**config.mk**
```make
export PLATFORM = sky130hd
export DESIGN_NAME = ahb_burst_master_sequencer_flat
export DESIGN_NICKNAME = d
export VERILOG_FILES = /design/src/rtl/ahb_burst_master_sequencer_if.sv /design/src/rtl/ahb_burst_master_sequencer.sv /design/src/flat_wrapper.sv
export SDC_FILE = /design/constraint.sdc
export NUM_CORES = 1
export LEC_CHECK = 0
export CAP_MARGIN = 20
export CORE_ASPECT_RATIO = 0.6
export CORE_UTILIZATION = 49
export DETAILED_ROUTE_END_ITERATION = 8
export MAX_ROUTING_LAYER = met4
export PLACE_DENSITY = 0.88
export SYNTH_ARGS = -nofsm -noshare
export SYNTH_HDL_FRONTEND = slang
export SYNTH_SLANG_ARGS = --single-unit
```
**constraint.sdc**
```tcl
create_clock -name HCLK -period 4.6 [get_ports HCLK]
set_clock_uncertainty 0.05 [all_clocks]
set_input_delay 1.38 -clock HCLK [delete_from_list [all_inputs] [get_ports HCLK]]
set_output_delay 1.38 -clock HCLK [all_outputs]
set_load 0.02 [all_outputs]
```
**src/rtl/ahb_burst_master_sequencer_if.sv**
```systemverilog
// Purpose : bundles the burst-request side and the AHB master bus of the
//           burst sequencer into one interface.
// Latency : n/a (wires only).
// Backpr. : n/a; request flow uses req_valid/req_ready, AHB flow uses HREADY.
// Ports   : master modport = sequencer view, slave modport = requester + AHB
//           slave view (used by whatever drives requests and answers the bus).
interface ahb_burst_master_sequencer_if #(
  parameter int ADDR_WIDTH = 32,
  parameter int DATA_WIDTH = 32
) ();
  // request side
  logic                  req_valid;
  logic                  req_ready;
  logic [ADDR_WIDTH-1:0] req_addr;
  logic [2:0]            req_burst;
  logic [2:0]            req_size;
  logic                  req_write;
  logic [4:0]            req_len;
  logic [DATA_WIDTH-1:0] wdata;
  logic                  wdata_ack;
  logic                  rdata_valid;
  logic [DATA_WIDTH-1:0] rdata;
  logic                  burst_done;
  logic                  burst_err;
  // AHB side
  logic [ADDR_WIDTH-1:0] HADDR;
  logic [1:0]            HTRANS;
  logic [2:0]            HBURST;
  logic [2:0]            HSIZE;
  logic                  HWRITE;
  logic [DATA_WIDTH-1:0] HWDATA;
  logic                  HREADY;
  logic                  HRESP;
  logic [DATA_WIDTH-1:0] HRDATA;

  modport master (
    input  req_valid, req_addr, req_burst, req_size, req_write, req_len, wdata,
    input  HREADY, HRESP, HRDATA,
    output req_ready, wdata_ack, rdata_valid, rdata, burst_done, burst_err,
    output HADDR, HTRANS, HBURST, HSIZE, HWRITE, HWDATA
  );

  modport slave (
    output req_valid, req_addr, req_burst, req_size, req_write, req_len, wdata,
    output HREADY, HRESP, HRDATA,
    input  req_ready, wdata_ack, rdata_valid, rdata, burst_done, burst_err,
    input  HADDR, HTRANS, HBURST, HSIZE, HWRITE, HWDATA
  );
endinterface

```
**src/rtl/ahb_burst_master_sequencer.sv**
```systemverilog
// Purpose : AHB master burst engine; one request in, beat-by-beat INCR/WRAP
//           address/data phases out, read data and completion status back.
// Latency : first NONSEQ the cycle after acceptance; burst_done/rdata_valid one
//           cycle after the data phase that produced them completes.
// Backpr. : req_ready only in IDLE; HREADY=0 stalls address and data phases;
//           wdata_ack tells the requester its current wdata was taken.
// Ports   : HCLK, HRESET (sync, active-high), bus (master modport).
module ahb_burst_master_sequencer #(
  parameter int ADDR_WIDTH = 32,
  parameter int DATA_WIDTH = 32
) (
  input  logic                       HCLK,
  input  logic                       HRESET,
  ahb_burst_master_sequencer_if.master bus
);

  localparam logic [1:0] TR_IDLE   = 2'b00;
  localparam logic [1:0] TR_NONSEQ = 2'b10;
  localparam logic [1:0] TR_SEQ    = 2'b11;

  typedef enum logic [1:0] {S_IDLE, S_ADDR, S_LAST, S_ERR} state_e;

  state_e                state_q;
  logic [ADDR_WIDTH-1:0] haddr_q;
  logic [1:0]            htrans_q;
  logic [2:0]            hburst_q;
  logic [2:0]            hsize_q;
  logic                  hwrite_q;
  logic [DATA_WIDTH-1:0] hwdata_q;
  logic [DATA_WIDTH-1:0] rdata_q;
  logic                  rdata_valid_q;
  logic                  burst_done_q;
  logic                  burst_err_q;
  logic [4:0]            beats_left_q;  // address phases still to issue, incl. the one on the bus
  logic                  dp_vld_q;      // a data phase is in progress this cycle

  function automatic logic [4:0] burst_beats(input logic [2:0] burst, input logic [4:0] len);
    case (burst)
      3'd0:       burst_beats = 5'd1;
      3'd1:       burst_beats = (len == 5'd0) ? 5'd1 : len;
      3'd2, 3'd3: burst_beats = 5'd4;
      3'd4, 3'd5: burst_beats = 5'd8;
      default:    burst_beats = 5'd16;
    endcase
  endfunction

  // Next beat address. WRAP keeps the bits above the wrap boundary and lets
  // only the low bits roll over; even non-zero HBURST codes are the WRAP kinds.
  logic                  is_wrap;
  logic [ADDR_WIDTH-1:0] step;
  logic [ADDR_WIDTH-1:0] wrap_mask;
  logic [ADDR_WIDTH-1:0] addr_inc;
  logic [ADDR_WIDTH-1:0] addr_d;

  always_comb begin
    is_wrap   = (hburst_q != 3'd0) && !hburst_q[0];
    step      = ADDR_WIDTH'(1) << hsize_q;
    wrap_mask = (ADDR_WIDTH'(burst_beats(hburst_q, 5'd0)) << hsize_q) - ADDR_WIDTH'(1);
    addr_inc  = haddr_q + step;
    addr_d    = is_wrap ? ((haddr_q & ~wrap_mask) | (addr_inc & wrap_mask)) : addr_inc;
  end

  logic dp_err;
  assign dp_err = dp_vld_q && bus.HRESP;

  assign bus.req_ready = (state_q == S_IDLE) && !HRESET;
  // Combinational so that back-to-back zero-wait beats can each present
  // fresh wdata; it fires exactly when the write address phase is accepted.
  assign bus.wdata_ack = (state_q == S_ADDR) && hwrite_q && bus.HREADY && !dp_err && !HRESET;

  always_ff @(posedge HCLK) begin
    if (HRESET) begin
      state_q       <= S_IDLE;
      haddr_q       <= '0;
      htrans_q      <= TR_IDLE;
      hburst_q      <= 3'd0;
      hsize_q       <= 3'd0;
      hwrite_q      <= 1'b0;
      hwdata_q      <= '0;
      rdata_q       <= '0;
      rdata_valid_q <= 1'b0;
      burst_done_q  <= 1'b0;
      burst_err_q   <= 1'b0;
      beats_left_q  <= 5'd0;
      dp_vld_q      <= 1'b0;
    end else begin
      rdata_valid_q <= 1'b0;
      burst_done_q  <= 1'b0;
      burst_err_q   <= 1'b0;
      case (state_q)
        S_IDLE: begin
          if (bus.req_valid) begin
            haddr_q      <= bus.req_addr;
            htrans_q     <= TR_NONSEQ;
            hburst_q     <= bus.req_burst;
            hsize_q      <= bus.req_size;
            hwrite_q     <= bus.req_write;
            beats_left_q <= burst_beats(bus.req_burst, bus.req_len);
            dp_vld_q     <= 1'b0;
            state_q      <= S_ADDR;
          end
        end
        S_ADDR: begin
          if (dp_err) begin
            // Cancel the pending address phase; remaining beats are dropped.
            htrans_q <= TR_IDLE;
            if (bus.HREADY) begin
              state_q      <= S_IDLE;
              dp_vld_q     <= 1'b0;
              burst_done_q <= 1'b1;
              burst_err_q  <= 1'b1;
            end else begin
              state_q <= S_ERR;
            end
          end else if (bus.HREADY) begin
            if (dp_vld_q && !hwrite_q) begin
              rdata_valid_q <= 1'b1;
              rdata_q       <= bus.HRDATA;
            end
            if (hwrite_q) begin
              hwdata_q <= bus.wdata;
            end
            dp_vld_q <= 1'b1;
            if (beats_left_q == 5'd1) begin
              htrans_q <= TR_IDLE;
              state_q  <= S_LAST;
            end else begin
              haddr_q      <= addr_d;
              htrans_q     <= TR_SEQ;
              beats_left_q <= beats_left_q - 5'd1;
            end
          end
        end
        S_LAST: begin
          if (bus.HREADY) begin
            state_q      <= S_IDLE;
            dp_vld_q     <= 1'b0;
            burst_done_q <= 1'b1;
            burst_err_q  <= bus.HRESP;
            if (!bus.HRESP && !hwrite_q) begin
              rdata_valid_q <= 1'b1;
              rdata_q       <= bus.HRDATA;
            end
          end else if (bus.HRESP) begin
            state_q <= S_ERR;
          end
        end
        S_ERR: begin
          if (bus.HREADY) begin
            state_q      <= S_IDLE;
            dp_vld_q     <= 1'b0;
            burst_done_q <= 1'b1;
            burst_err_q  <= 1'b1;
          end
        end
        default: state_q <= S_IDLE;
      endcase
    end
  end

  assign bus.HADDR       = haddr_q;
  assign bus.HTRANS      = htrans_q;
  assign bus.HBURST      = hburst_q;
  assign bus.HSIZE       = hsize_q;
  assign bus.HWRITE      = hwrite_q;
  assign bus.HWDATA      = hwdata_q;
  assign bus.rdata       = rdata_q;
  assign bus.rdata_valid = rdata_valid_q;
  assign bus.burst_done  = burst_done_q;
  assign bus.burst_err   = burst_err_q;

endmodule

```
**src/flat_wrapper.sv**
```systemverilog
// flat-port wrapper written by rule: the top's interface ports become plain ports
module ahb_burst_master_sequencer_flat 
#(
  parameter int ADDR_WIDTH = 32,
  parameter int DATA_WIDTH = 32
)
  (HCLK, HRESET, bus_req_valid, bus_req_addr, bus_req_burst, bus_req_size, bus_req_write, bus_req_len, bus_wdata, bus_HREADY, bus_HRESP, bus_HRDATA, bus_req_ready, bus_wdata_ack, bus_rdata_valid, bus_rdata, bus_burst_done, bus_burst_err, bus_HADDR, bus_HTRANS, bus_HBURST, bus_HSIZE, bus_HWRITE, bus_HWDATA);
  ahb_burst_master_sequencer_if #(.ADDR_WIDTH(ADDR_WIDTH), .DATA_WIDTH(DATA_WIDTH)) bus_i ();
  input  logic HCLK;
  input  logic HRESET;
  input wire logic [$bits(bus_i.req_valid)-1:0] bus_req_valid;
  input wire logic [$bits(bus_i.req_addr)-1:0] bus_req_addr;
  input wire logic [$bits(bus_i.req_burst)-1:0] bus_req_burst;
  input wire logic [$bits(bus_i.req_size)-1:0] bus_req_size;
  input wire logic [$bits(bus_i.req_write)-1:0] bus_req_write;
  input wire logic [$bits(bus_i.req_len)-1:0] bus_req_len;
  input wire logic [$bits(bus_i.wdata)-1:0] bus_wdata;
  input wire logic [$bits(bus_i.HREADY)-1:0] bus_HREADY;
  input wire logic [$bits(bus_i.HRESP)-1:0] bus_HRESP;
  input wire logic [$bits(bus_i.HRDATA)-1:0] bus_HRDATA;
  output wire logic [$bits(bus_i.req_ready)-1:0] bus_req_ready;
  output wire logic [$bits(bus_i.wdata_ack)-1:0] bus_wdata_ack;
  output wire logic [$bits(bus_i.rdata_valid)-1:0] bus_rdata_valid;
  output wire logic [$bits(bus_i.rdata)-1:0] bus_rdata;
  output wire logic [$bits(bus_i.burst_done)-1:0] bus_burst_done;
  output wire logic [$bits(bus_i.burst_err)-1:0] bus_burst_err;
  output wire logic [$bits(bus_i.HADDR)-1:0] bus_HADDR;
  output wire logic [$bits(bus_i.HTRANS)-1:0] bus_HTRANS;
  output wire logic [$bits(bus_i.HBURST)-1:0] bus_HBURST;
  output wire logic [$bits(bus_i.HSIZE)-1:0] bus_HSIZE;
  output wire logic [$bits(bus_i.HWRITE)-1:0] bus_HWRITE;
  output wire logic [$bits(bus_i.HWDATA)-1:0] bus_HWDATA;
  assign bus_i.req_valid = bus_req_valid;
  assign bus_i.req_addr = bus_req_addr;
  assign bus_i.req_burst = bus_req_burst;
  assign bus_i.req_size = bus_req_size;
  assign bus_i.req_write = bus_req_write;
  assign bus_i.req_len = bus_req_len;
  assign bus_i.wdata = bus_wdata;
  assign bus_i.HREADY = bus_HREADY;
  assign bus_i.HRESP = bus_HRESP;
  assign bus_i.HRDATA = bus_HRDATA;
  assign bus_req_ready = bus_i.req_ready;
  assign bus_wdata_ack = bus_i.wdata_ack;
  assign bus_rdata_valid = bus_i.rdata_valid;
  assign bus_rdata = bus_i.rdata;
  assign bus_burst_done = bus_i.burst_done;
  assign bus_burst_err = bus_i.burst_err;
  assign bus_HADDR = bus_i.HADDR;
  assign bus_HTRANS = bus_i.HTRANS;
  assign bus_HBURST = bus_i.HBURST;
  assign bus_HSIZE = bus_i.HSIZE;
  assign bus_HWRITE = bus_i.HWRITE;
  assign bus_HWDATA = bus_i.HWDATA;
  ahb_burst_master_sequencer #(.ADDR_WIDTH(ADDR_WIDTH), .DATA_WIDTH(DATA_WIDTH)) u_core (.HCLK(HCLK), .HRESET(HRESET), .bus(bus_i));
endmodule
```
==> results of run 1 <==
cell usage after synthesis, types with 2 or more instances:
cell type,instances
or3_1,12
nor2b_1,6
o2111a_1,2
inv_1,26
a211o_1,3
o21a_1,7
nor4b_1,2
nor3b_1,8
buf_6,2
o32a_1,2
clkbuf_1,31
and2_1,3
nand4_1,9
a31oi_1,8
o22ai_1,8
o2111ai_1,4
mux2i_1,41
nor3_1,19
nand4b_1,2
o211ai_1,10
a21o_1,5
xnor2_1,5
a211oi_1,7
o32ai_1,5
or4_1,2
o21ai_0,32
buf_2,18
a32o_1,2
o221ai_1,2
nor4_1,7
and4_1,2
nand2_1,113
dfxtp_1,116
a21oi_1,86
a22oi_1,5
xor2_1,3
a221oi_1,2
nand2b_1,4
o21ai_2,2
nor2_1,82
and3_1,10
ha_1,17
and4_2,2
nand3_1,18
o21bai_1,2
logic make-up (layout without fill, tap and decap cells):
| kind of cell | after synthesis | count (layout) | share of synthesized area |
|---|---|---|---|
| AND/OR/NAND/NOR | 312 | 312 | 0.2386 |
| flip-flops | 116 | 116 | 0.3699 |
| multiplexers | 42 | 42 | 0.06717 |
| buffers and inverters | 82 | 296 | 0.05661 |
| adder cells (fa/ha/maj) | 18 | 18 | 0.03707 |
| XOR/XNOR | 8 | 8 | 0.01116 |
| AO/OA/AOI/OAI | 213 | 213 | 0.2195 |
worst max-delay path, cell delays in order:
cell and delay [ns]:
clkdlybuf4s50_1 0.46, and2_1 0.19, or3_1 0.40, nor2_1 0.11, dlygate4sd2_1 0.35
through the flow:
stage,cells,utilization
finish,1170,0.7466
global route,1170,0.7466
CTS,1170,0.7466
detailed placement,1138,0.6993
global placement,1138,0.6993
floorplan,791,-
layout make-up:
class	count	share of cell area
multi-input combinational	593	0.3949
sequential	116	0.2538
timing repair buffer	235	0.2531
clock buffer	18	0.04690
tap	165	0.02256
clock inverter	14	0.01668
inverter	29	0.01217
timing repair:
item	CTS	global route
hold buffers	0	0
gates resized for setup	1	0
hold endpoints to repair	0	0
endpoints found under the setup margin	1	0
power breakdown:
group          internal (mW)  switching [mW]
combinational          0.980            1.27
clock                  0.804           0.513
sequential              1.23           0.257
per-layer routing:
layer  vias up  part of all wire  global-route usage
met5         -                 0                   -
li1       3230                 -                   -
met4         0            0.0082             0.08810
met1      3190              0.41              0.3770
met2       329              0.46              0.4895
met3        20              0.12              0.1131
layout by cell type (no fill, tap or decap), types with 3 or more instances in the layout:
cell / n
xnor2_1: 5
a22oi_1: 5
o22ai_1: 8
clkinv_2: 3
nand3_1: 18
a211oi_1: 7
nor4_1: 7
nand2b_1: 4
or3_1: 12
o21ai_0: 32
inv_1: 26
o211ai_1: 10
ha_1: 17
mux2i_1: 41
dfxtp_1: 116
and3_1: 10
o2111ai_1: 4
a21oi_1: 86
and2_1: 3
nand4_1: 9
clkbuf_16: 17
nor2_1: 81
nor3b_1: 8
a21o_1: 5
a31oi_1: 8
inv_6: 4
o32ai_1: 5
buf_4: 14
a211o_1: 3
nor2b_1: 6
clkdlybuf4s50_1: 220
nor3_1: 19
nand2_1: 113
xor2_1: 3
clkinv_4: 4
o21a_1: 7
worst min path at each step:
stage                                        start                             endpoint  slack (ns)  cells after the start
4_1_cts         u_core.bus.HWDATA[12]$_SDFFE_PP0P_   u_core.bus.HWDATA[12]$_SDFFE_PP0P_        0.40                      2
3_5_place_dp    u_core.bus.HWDATA[15]$_SDFFE_PP0P_   u_core.bus.HWDATA[15]$_SDFFE_PP0P_        0.40                      2
5_1_grt         u_core.bus.HWDATA[12]$_SDFFE_PP0P_   u_core.bus.HWDATA[12]$_SDFFE_PP0P_        0.41                      2
2_1_floorplan  u_core.beats_left_q[1]$_SDFFE_PP0P_  u_core.beats_left_q[1]$_SDFFE_PP0P_        0.43                      2
3_3_place_gp    u_core.bus.HWDATA[11]$_SDFFE_PP0P_   u_core.bus.HWDATA[11]$_SDFFE_PP0P_        0.39                      2
6_report        u_core.bus.HWDATA[22]$_SDFFE_PP0P_   u_core.bus.HWDATA[22]$_SDFFE_PP0P_        0.40                      2
==> flow_summary_export.csv, run 1 <==
group,metric,value,unit
timing,finalHoldViolCount,0,
timing,fin_crit_sh,0.9403,
drt,drc,0,
timing,finalSetupViolCount,0,
drt,vias,6769,
critical_path,critPathCaptureType,"primary output",
synth,synth_top_cell_area_share,0.3699,
critical_path,endpoint,"bus_wdata_ack",
critical_path,worst-setup-path-type,"input port to primary output",
critical_path,crit_start,"bus_HRESP",
finish,drive_gt1_frac,0.06866,
finish,multiInputGateArea,0.003613,sq mm
timing,max_slew_margin,0.3439,
timing,tightest_slew,0.9798,ns
place,gp_congestion,0.9663,
critical_path,worst_ep_required_time,3.17,ns
synth,synth-seq-cells,116,
floorplan,dieArea,0.01328,sq mm
timing,rsz0062_at_grt,"false",
clock_tree,postCtsSetupBuffers,0,
synth,yosys_warnings,0,
critical_path,reg2reg_slack,1.07,ns
floorplan,initial_utilization,0.5121,
floorplan,coreArea,0.01226,sq mm
critical_path,arrival,2.90,ns
floorplan,core.rowCount,31,
clock_tree,cts-root-buf,"clkbuf_16",
global_route,grt_pass1_wl,31400,microns
global_route,grt_antenna_before_repair,0,
synth,synthesis.area,0.006277,sq mm
synth,yosysTopAreaCell,"dfxtp_1",
synth,syn_inst,791,
synth,syn_area_per_cell,7.936,sq um
place,io_buffers,222,
critical_path,critPathMaxFanout,5,
synth,synthArstFlopShare,0,
critical_path,ff2ff_path_depth,8,
synth,yosysSeqAreaShare,0.3699,
global_route,grt_overflow_total,0,
clock_tree,htreeDepth,4,
clock_tree,path_clk_slew,0.06,ns
timing,layout_setup_ws,0.2745,ns
clock_tree,clk-insertion-delay-late,0.41,ns
global_route,grt_max_degree,87,
finish,fillers,906,
synth,synth_nets,922,
drt,drt-pass1-iter-count,6,
drt,finalWirelength,20370,microns
clock_tree,cts_buffers,17,
finish,finalNetCount,1123,
timing,fmax,231.2,MHz
drt,ant_nets,0,
pwr,ir_worst_vdd,0.0003305,V
floorplan,io_pins,223,
place,dpl_cell_area,0.008571,sq mm
timing,post-route-min-period,4.325,ns
synth,synth-main-ff-cell,"dfxtp_1",
critical_path,start_kind,"input port",
global_route,grt_util_all_layers,0.3111,
outcome,status,"finished clean",
drt,first_iter_violations,472,
synth,synth_edf_count,0,
drt,avgViaCountPerCell,5.785,
place,post-place-ws,0.0001865,ns
timing,maxSlewViolCount,0,
finish,seq_area,0.002322,sq mm
synth,synthTopCellsByArea,"dfxtp_1, a21oi_1, nand2_1",
synth,synthDistinctLibCells,82,
clock_tree,cts_tree,"built",
worst_hold_path,hold_path.class,"flop to flop",
critical_path,reg2reg_from,"u_core.bus.HSIZE[2]$_SDFFE_PP0P_",
pwr,p_leak,3.468,nW
drt,wire_per_inst,17.41,microns
place,hpwl,14260,microns
finish,syn_to_final_growth,45.78,%
job,drv_cap,0,
timing,fin_tns_setup,0,ns
clock_tree,clkSinkCount,116,
clock_tree,clockBufferDepth,2,
finish,fin_area,0.009151,sq mm
pwr,power_density,552.0,mW/mm^2
finish,insertedDiodeCount,0,
floorplan,dieHeight,89.67,microns
global_route,grt_pass1_vias,6312,
timing,hold_slack,0.4048,ns
floorplan,dieWidth,148.1,microns
pwr,power,5.051,mW
(Power assumes the default switching activity.)
==> run 2, diff against run 1 <==
--- a/config.mk
+++ b/config.mk
@@ -6,7 +6,7 @@
 export NUM_CORES = 1
 export LEC_CHECK = 0
 export CAP_MARGIN = 20
-export CORE_ASPECT_RATIO = 0.6
+export CORE_ASPECT_RATIO = 1.75
 export CORE_UTILIZATION = 49
 export DETAILED_ROUTE_END_ITERATION = 8
 export MAX_ROUTING_LAYER = met4
==> run 2 against run 1 <==
Against the previous run: die area about the same; design area increased by 0.44%; routed wire length decreased by 2.2%; first-iteration DRC count decreased by 28%; register-to-register slack about the same; worst hold slack got worse by 0.0024 ns; largest cell class unchanged.
==> flow_summary_export.csv, run 2 (same netlist as run 1, synthesis figures left out) <==
group,metric,value,unit
outcome,status,"finished clean",
floorplan,dieWidth,87.56,microns
critical_path,path_cells,"clkdlybuf4s50_1 > and2_1 > or3_1 > nor2_1 > dlymetal6s2s_1",
finish,final_cell_mix,"clkdlybuf4s50_1, dfxtp_1, nand2_1",
timing,rsz0062_at_grt,"false",
clock_tree,clkSinkCount,116,
critical_path,worst-setup-path-type,"input port to primary output",
critical_path,worst_ep_required_time,3.17,ns
timing,max_slew_margin,0.3050,
global_route,grt_pass1_wl,30880,microns
place,gp_congestion,0.9060,
pwr,ir_worst_vdd,0.0003596,V
critical_path,critPathMaxFanout,2,
floorplan,dieArea,0.01329,sq mm
clock_tree,clockBufferDepth,2,
critical_path,start_kind,"input port",
global_route,grt_util_all_layers,0.3072,
timing,tightest_slew,1.038,ns
place,io_buffers,222,
timing,fin_crit_sh,0.9034,
finish,insertedDiodeCount,0,
finish,finalNetCount,1129,
critical_path,reg2reg_from,"u_core.bus.HSIZE[2]$_SDFFE_PP0P_",
job,drv_cap,0,
clock_tree,cts_buffers,17,
floorplan,core.rowCount,54,
pwr,power_density,545.4,mW/mm^2
timing,fin_tns_setup,0,ns
place,hpwl,14340,microns
finish,drive_gt1_frac,0.07418,
drt,avgViaCountPerCell,5.818,
clock_tree,path_clk_slew,0.05,ns
worst_hold_path,min-delay-start,"u_core.bus.HWDATA[18]$_SDFFE_PP0P_",
drt,ant_nets,0,
drt,drc,0,
global_route,grt_overflow_total,0,
floorplan,initial_utilization,0.5022,
drt,wire_per_inst,16.90,microns
clock_tree,htreeDepth,4,
finish,utilization,0.7353,
floorplan,io_pins,223,
critical_path,reg2reg_slack,1.07,ns
clock_tree,cts-root-buf,"clkbuf_16",
worst_hold_path,min_to,"u_core.bus.HWDATA[18]$_SDFFE_PP0P_",
critical_path,critPathMaxStageDelay,0.42,ns
drt,first_iter_violations,338,
timing,finalSetupViolCount,0,
critical_path,arrival,2.73,ns
worst_hold_path,hold_path_depth,2,
critical_path,critical_path_buf_inv_count,2,
critical_path,ff2ff_path_depth,10,
worst_hold_path,hold_path.class,"flop to flop",
timing,fmax,240.6,MHz
timing,maxSlewViolCount,0,
clock_tree,cts_hold_buf,0,
floorplan,coreArea,0.01250,sq mm
global_route,grt_antenna_before_repair,0,
drt,drt-pass1-iter-count,5,
critical_path,crit_slowest_cell,"clkdlybuf4s50_1",
finish,syn_to_final_growth,46.42,%
critical_path,path_delay_family,"simple AND/OR/NAND/NOR gates",
place,dpl_cell_area,0.008620,sq mm
timing,finalHoldViolCount,0,
clock_tree,cts_tree,"built",
finish,fin_area,0.009191,sq mm
timing,post-route-min-period,4.156,ns
pwr,p_leak,3.500,nW
clock_tree,clk-insertion-delay-late,0.41,ns
finish,layout_commonest_cell,"clkdlybuf4s50_1",
drt,vias,6859,
critical_path,critPathCaptureType,"primary output",
global_route,grt_pass1_vias,6623,
floorplan,dieHeight,151.7,microns
drt,finalWirelength,19930,microns
global_route,grt_max_degree,64,
-- run 2: routing by layer --
layer	track usage	vias to the layer above	routed length [microns]
met5	-	-	0
met1	0.3104	3215	7237
met4	0.1820	0	908
met3	0.06338	74	1193
met2	0.5391	326	10590
li1	-	3244	-
-- run 2: report_power, final --
part	internal, mW	total [mW]	switching, mW
Combinational	0.996	2.24	1.25
Sequential	1.23	1.47	0.245
Clock	0.759	1.29	0.535
-- run 2: metrics by stage --
step,instances,setup WS [ns],hold WS [ns],power (mW)
5_1_grt,1179,0.3885,0.4189,5.286
6_report,1179,0.4444,0.4024,5.013
4_1_cts,1179,0.02585,0.4041,5.007
3_5_place_dp,1147,0.04300,0.3965,3.707
2_1_floorplan,791,0.6174,0.4286,2.865
3_3_place_gp,1147,0.05573,0.3904,3.650
-- run 2: layout make-up --
| cell class | instances | area, sq um |
|---|---|---|
| clock buffer | 18 | 429.2 |
| clock inverter | 14 | 140.1 |
| fill | 964 | 3308 |
| inverter | 29 | 111.4 |
| multi-input combinational | 593 | 3613 |
| sequential | 116 | 2322 |
| tap | 168 | 210.2 |
| timing repair buffer | 241 | 2365 |
-- run 2: worst max path at each step --
stage	startpoint	to	slack (ns)	cells after the start
after global routing	bus_HRESP	bus_wdata_ack	0.39	5
after CTS	bus_HRESP	bus_wdata_ack	0.03	5
after floorplan	bus_HRESP	bus_wdata_ack	0.62	5
after global placement	bus_HRESP	bus_wdata_ack	0.06	5
final	bus_HRESP	bus_wdata_ack	0.44	5
after detailed placement	bus_HRESP	bus_wdata_ack	0.04	5
-- run 2: worst register-to-register path: stages (launching register included) --
cell and delay (ns):
dfxtp_1 0.55, nor3_1 0.38, ha_1 0.23, inv_1 0.05, fa_1 0.38, nor2b_1 0.22, o31a_1 0.31, o211ai_1 0.47
nor3b_1 0.41, mux2i_1 0.23, o22ai_1 0.09
-- run 2: what timing repair did --
action / in CTS / in global routing
setup endpoints to repair: 0 / 1
resized for setup: 0 / 1
buffers inserted: 0 / 0
==> run 3, diff against run 2 <==
--- a/config.mk
+++ b/config.mk
@@ -5,9 +5,11 @@
 export SDC_FILE = /design/constraint.sdc
 export NUM_CORES = 1
 export LEC_CHECK = 0
+export ABC_CLOCK_PERIOD_IN_PS = 4600
 export CAP_MARGIN = 20
 export CORE_ASPECT_RATIO = 1.75
 export CORE_UTILIZATION = 49
+export CTS_CLUSTER_DIAMETER = 30
 export DETAILED_ROUTE_END_ITERATION = 8
 export MAX_ROUTING_LAYER = met4
 export PLACE_DENSITY = 0.88
==> results of run 3 <==
No change in the layout: final DEF, timing and power equal those of run 2.
